$ cat config.mk
export PLATFORM = sky130hd
export DESIGN_NAME = dda_run_ctrl
export DESIGN_NICKNAME = d
export VERILOG_FILES = /design/src/rtl/dda_run_ctrl.sv
export SDC_FILE = /design/constraint.sdc
export NUM_CORES = 2
export LEC_CHECK = 0
export CAP_MARGIN = 25
export CELL_PAD_IN_SITES_DETAIL_PLACEMENT = 1
export CELL_PAD_IN_SITES_GLOBAL_PLACEMENT = 2
export CORE_MARGIN = 2
export CORE_UTILIZATION = 42
export CTS_BUF_LIST = sky130_fd_sc_hd__clkbuf_4
export CTS_CLUSTER_DIAMETER = 200
export DETAILED_ROUTE_END_ITERATION = 8
export PLACE_DENSITY = 0.88
export SLEW_MARGIN = 20
export SYNTH_ARGS = -nofsm -noshare
export SYNTH_HDL_FRONTEND = slang
export SYNTH_SLANG_ARGS = --single-unit
$ cat constraint.sdc
create_clock -name clk -period 10.2 [get_ports clk]
set_clock_uncertainty 0.2 [all_clocks]
set_input_delay 2.55 -clock clk [delete_from_list [all_inputs] [get_ports clk]]
set_output_delay 2.55 -clock clk [all_outputs]
set_load 0.01 [all_outputs]
$ cat src/rtl/dda_run_ctrl.sv
// Run controller for a Q(N).(M) forward-Euler integrator of dy/dt = k*y.
// Sequences n_steps MUL/INT/EMIT rounds and streams (t, y) over valid/ready.
module dda_run_ctrl #(
  parameter int N          = 16,
  parameter int M          = 16,
  parameter int STEP_SHIFT = 9,
  parameter int CNT_W      = 16,
  localparam int W         = N + M
) (
  input  logic             clk,
  input  logic             reset,
  input  logic             start,
  input  logic             abort,
  input  logic [CNT_W-1:0] n_steps,
  input  logic [W-1:0]     y0,
  input  logic [W-1:0]     k,
  output logic             busy,
  output logic             done,
  output logic             ovf,
  output logic             out_valid,
  input  logic             out_ready,
  output logic [W-1:0]     out_t,
  output logic [W-1:0]     out_y
);

  typedef enum logic [2:0] {
    S_IDLE,
    S_MUL,
    S_INT,
    S_EMIT,
    S_DONE
  } state_t;

  localparam logic [W-1:0] T_INC = W'(1) << (M - STEP_SHIFT);

  state_t                state;
  logic [CNT_W-1:0]      n_lat;
  logic [CNT_W-1:0]      cnt;
  logic signed [W-1:0]   k_reg;
  logic signed [W-1:0]   y;
  logic signed [W-1:0]   dy_reg;
  logic [W-1:0]          t;

  logic signed [2*W-1:0] prod;
  logic signed [2*W-1:0] prod_sh;
  logic                  sat_pos;
  logic                  sat_neg;
  logic signed [W-1:0]   dy_sat;
  logic signed [W-1:0]   y_next;

  // Saturate when the shifted product does not fit: bits above W-1 must all match the sign.
  assign prod    = (2*W)'(k_reg) * (2*W)'(y);
  assign prod_sh = prod >>> M;
  assign sat_pos = !prod_sh[2*W-1] && (|prod_sh[2*W-2:W-1]);
  assign sat_neg =  prod_sh[2*W-1] && !(&prod_sh[2*W-2:W-1]);
  assign dy_sat  = sat_pos ? {1'b0, {(W-1){1'b1}}} :
                   sat_neg ? {1'b1, {(W-1){1'b0}}} : prod_sh[W-1:0];
  assign y_next  = y + (dy_reg >>> STEP_SHIFT);

  assign out_t = t;
  assign out_y = y;

  // NOTE: every register here uses <= so all updates see pre-edge values, like real flops.
  always_ff @(posedge clk or posedge reset) begin
    if (reset) begin
      state     <= S_IDLE;
      busy      <= 1'b0;
      done      <= 1'b0;
      ovf       <= 1'b0;
      out_valid <= 1'b0;
      n_lat     <= '0;
      cnt       <= '0;
      k_reg     <= '0;
      y         <= '0;
      dy_reg    <= '0;
      t         <= '0;
    end else begin
      done <= 1'b0;
      if (abort && state != S_IDLE) begin
        state     <= S_IDLE;
        busy      <= 1'b0;
        out_valid <= 1'b0;
      end else begin
        case (state)
          S_IDLE: begin
            if (start) begin
              n_lat <= n_steps;
              k_reg <= k;
              y     <= y0;
              t     <= '0;
              cnt   <= '0;
              ovf   <= 1'b0;
              busy  <= 1'b1;
              if (n_steps == '0) begin
                state <= S_DONE;
                done  <= 1'b1;
              end else begin
                state <= S_MUL;
              end
            end
          end
          S_MUL: begin
            dy_reg <= dy_sat;
            if (sat_pos || sat_neg) ovf <= 1'b1;
            state  <= S_INT;
          end
          S_INT: begin
            y         <= y_next;
            t         <= t + T_INC;
            cnt       <= cnt + CNT_W'(1);
            out_valid <= 1'b1;
            state     <= S_EMIT;
          end
          S_EMIT: begin
            if (out_ready) begin
              out_valid <= 1'b0;
              if (cnt == n_lat) begin
                state <= S_DONE;
                done  <= 1'b1;
              end else begin
                state <= S_MUL;
              end
            end
          end
          S_DONE: begin
            busy  <= 1'b0;
            state <= S_IDLE;
          end
          default: begin
            busy  <= 1'b0;
            state <= S_IDLE;
          end
        endcase
      end
    end
  end

endmodule

==> results_dict.tcl <==
set metrics [dict create \
    io_buffer_count 145 \
    synth_cell_types 73 \
    synth_common_cells "1082 x fa_1, 955 x inv_1, 628 x nand2_1" \
    crit_end "dy_reg[28]" \
    status "finished clean" \
    r2r_slack_ps 470 \
    worstMarginPinSlew_ps 1080 \
    pin_count 153 \
    synth_top_area_frac 0.494 \
    cts.path.max_buffers 2 \
    drc_errors 0 \
    hold_start "out_valid" \
    final_max_slew_viol_count 0 \
    yosysTopAreaCell "fa_1" \
    vias 32013 \
    async_reset_ff_frac 1.00 \
    placementRows 118 \
    wl_per_cell_um 22.0 \
    setup_viol 0 \
    reg2reg_depth 27 \
    maxSlewHeadroom 0.281 \
    ant_nets 0 \
    grt_pass1_vias 37586 \
    cts_made_buffers 17 \
    finalNetCount 6066 \
    core_area_sq_um 103000 \
    r2r_start "out_y[4]" \
    cts-htree-levels 4 \
    grt_antenna_before_repair 9 \
    die_area_sq_um 107000 \
    grt_pass1_wl_um 215000 \
    rsz0062_at_grt "false" \
    ys_dominant_reg_cell "dfrtp_1" \
    hold_viol 0 \
    critPathLaunch "out_y[4]" \
    syn2layout_area_growth_pct 8.86 \
    worst-setup-path-type "reg2reg" \
    viasPerCell 5.26 \
    min_period_ps 9730 \
    hpwl_um 112000 \
    crit_required_ps 10600 \
    r2r-end "dy_reg[28]" \
    wl_um 134000 \
    drv_cap 0 \
    avgSynthCellArea_sq_um 9.49 \
    yosysWarnings 0 \
    die_h_um 327 \
    synth_area_sq_um 43900 \
    track_usage 0.262 \
    setup.worst_path.start_class "flop" \
    synthCells 4623 \
    die_x_um 327 \
    synthTopCellsByArea "fa_1 49%, dfrtp_1 8.6%, inv_1 8.2%" \
    start_util 0.424 \
    synth_edf_count 0 \
    cts_tree "done" \
    fmax_mhz 103 \
    ys_ff_latch 151 \
    yosysMostFrequentCell "fa_1" \
    place_congestion 0.888 \
    grt_max_degree 83 \
    fin_tns_setup_ps 0 \
    first_pass_iters 7 \
    drtIter0Drc 1830 \
    synth_seq_area_share 0.0861 \
    worstPathMaxFanout 23 \
    clk_latency_ps 790 \
    path_clk_slew_ps 190 \
    overflow 0 \
    end_kind "flop" \
    arrival_ps 10130 \
    cts.root.buffer_cell "clkbuf_4" \
    min_path_type "reg2reg" \
    layout-drive-gt1-share 0.0587 \
    fin_crit_sh 0.954 \
    cts.sinks 151 \
]
worst max-delay path: stages, from the launching register on:
cell	delay, ps
dfrtp_1	950
nand2_1	160
fa_1	520
fa_1	520
inv_1	60
fa_1	510
inv_1	90
fa_1	540
inv_1	50
fa_1	540
fa_1	600
fa_1	520
inv_1	90
fa_1	500
inv_1	40
ha_1	390
nand4_1	170
or3_1	400
a2111oi_0	690
o211ai_1	270
o21ai_1	260
a211oi_1	150
a22o_1	230
xnor2_1	140
nand4bb_1	250
o41ai_4	260
buf_4	330
o211ai_1	150
worst min-delay path by stage:
| stage | end | cells after the start |
|---|---|---|
| 5_1_grt | out_valid | 2 |
| 3_3_place_gp | out_valid | 2 |
| 3_5_place_dp | out_valid | 2 |
| 6_report | out_valid | 2 |
| 2_1_floorplan | dy_reg[28] | 2 |
| 4_1_cts | out_valid | 2 |
stage by stage:
stage / hold slack (ps) / instance area, sq um / util / setup WS, ps / cells
after detailed placement: 272 / 47300 / 0.457 / 156 / 6039
after global routing: 373 / 47800 / 0.461 / 37.2 / 6083
after floorplan: 271 / 43900 / - / 1090 / 4629
after CTS: 323 / 47600 / 0.460 / 30.8 / 6071
final: 308 / 47800 / 0.461 / 472 / 6083
after global placement: 289 / 47200 / 0.456 / 355 / 6036
cell type report:
| cell class | count | area [sq um] |
|---|---|---|
| clock inverters | 15 | 199 |
| repair buffers | 290 | 2740 |
| clock buffers | 17 | 128 |
| well taps | 1380 | 1730 |
| flip-flops and latches | 151 | 3800 |
| diodes | 4 | 10.0 |
| multi-input cells | 3271 | 35600 |
| fillers | 11777 | 55700 |
| inverters | 955 | 3590 |
routing by layer:
| layer | vias up | part of all wire | global-route usage |
|---|---|---|---|
| li1 | 13841 | - | - |
| met1 | 17252 | 0.41 | 0.331 |
| met2 | 735 | 0.51 | 0.463 |
| met3 | 183 | 0.053 | 0.0445 |
| met4 | 2 | 0.030 | 0.0773 |
| met5 | - | 0.000097 | 0 |
layout by cell type (no fill, tap or decap), drive strengths merged, types with 11 or more instances in the layout:
master and n:
fa 1082, inv 962, nand2 628, and2 519, ha 213, dfrtp 151
clkdlybuf4s50 145, buf 145, nor2 104, o21ai 96, a21oi 93, xnor2 72
mux2 49, xor2 40, nand4 36, a21o 36, o211ai 28, nand3 27
or3 22, nor3 21, o22ai 20, clkbuf 17, o21bai 16, nor2b 14
a211oi 14, o21a 12, nand2b 12, and3 11, mux2i 11
what timing repair did:
action,CTS,global route
endpoints found under the hold margin,0,0
setup endpoints to repair,0,21
gates resized for setup,0,19
hold buffers,0,0
setup buffers,0,0
kinds of logic after synthesis:
family / synth area share
flops: 0.0861
other cells: 0.0000855
compound gates: 0.0550
xor+xnor: 0.0224
mux: 0.0151
simple gates: 0.163
fa+ha+maj: 0.555
buf+inv: 0.104
Power is left out: the tool's default activity adds up to more than one toggle a clock period on the data nets, which glitch-free logic cannot reach.
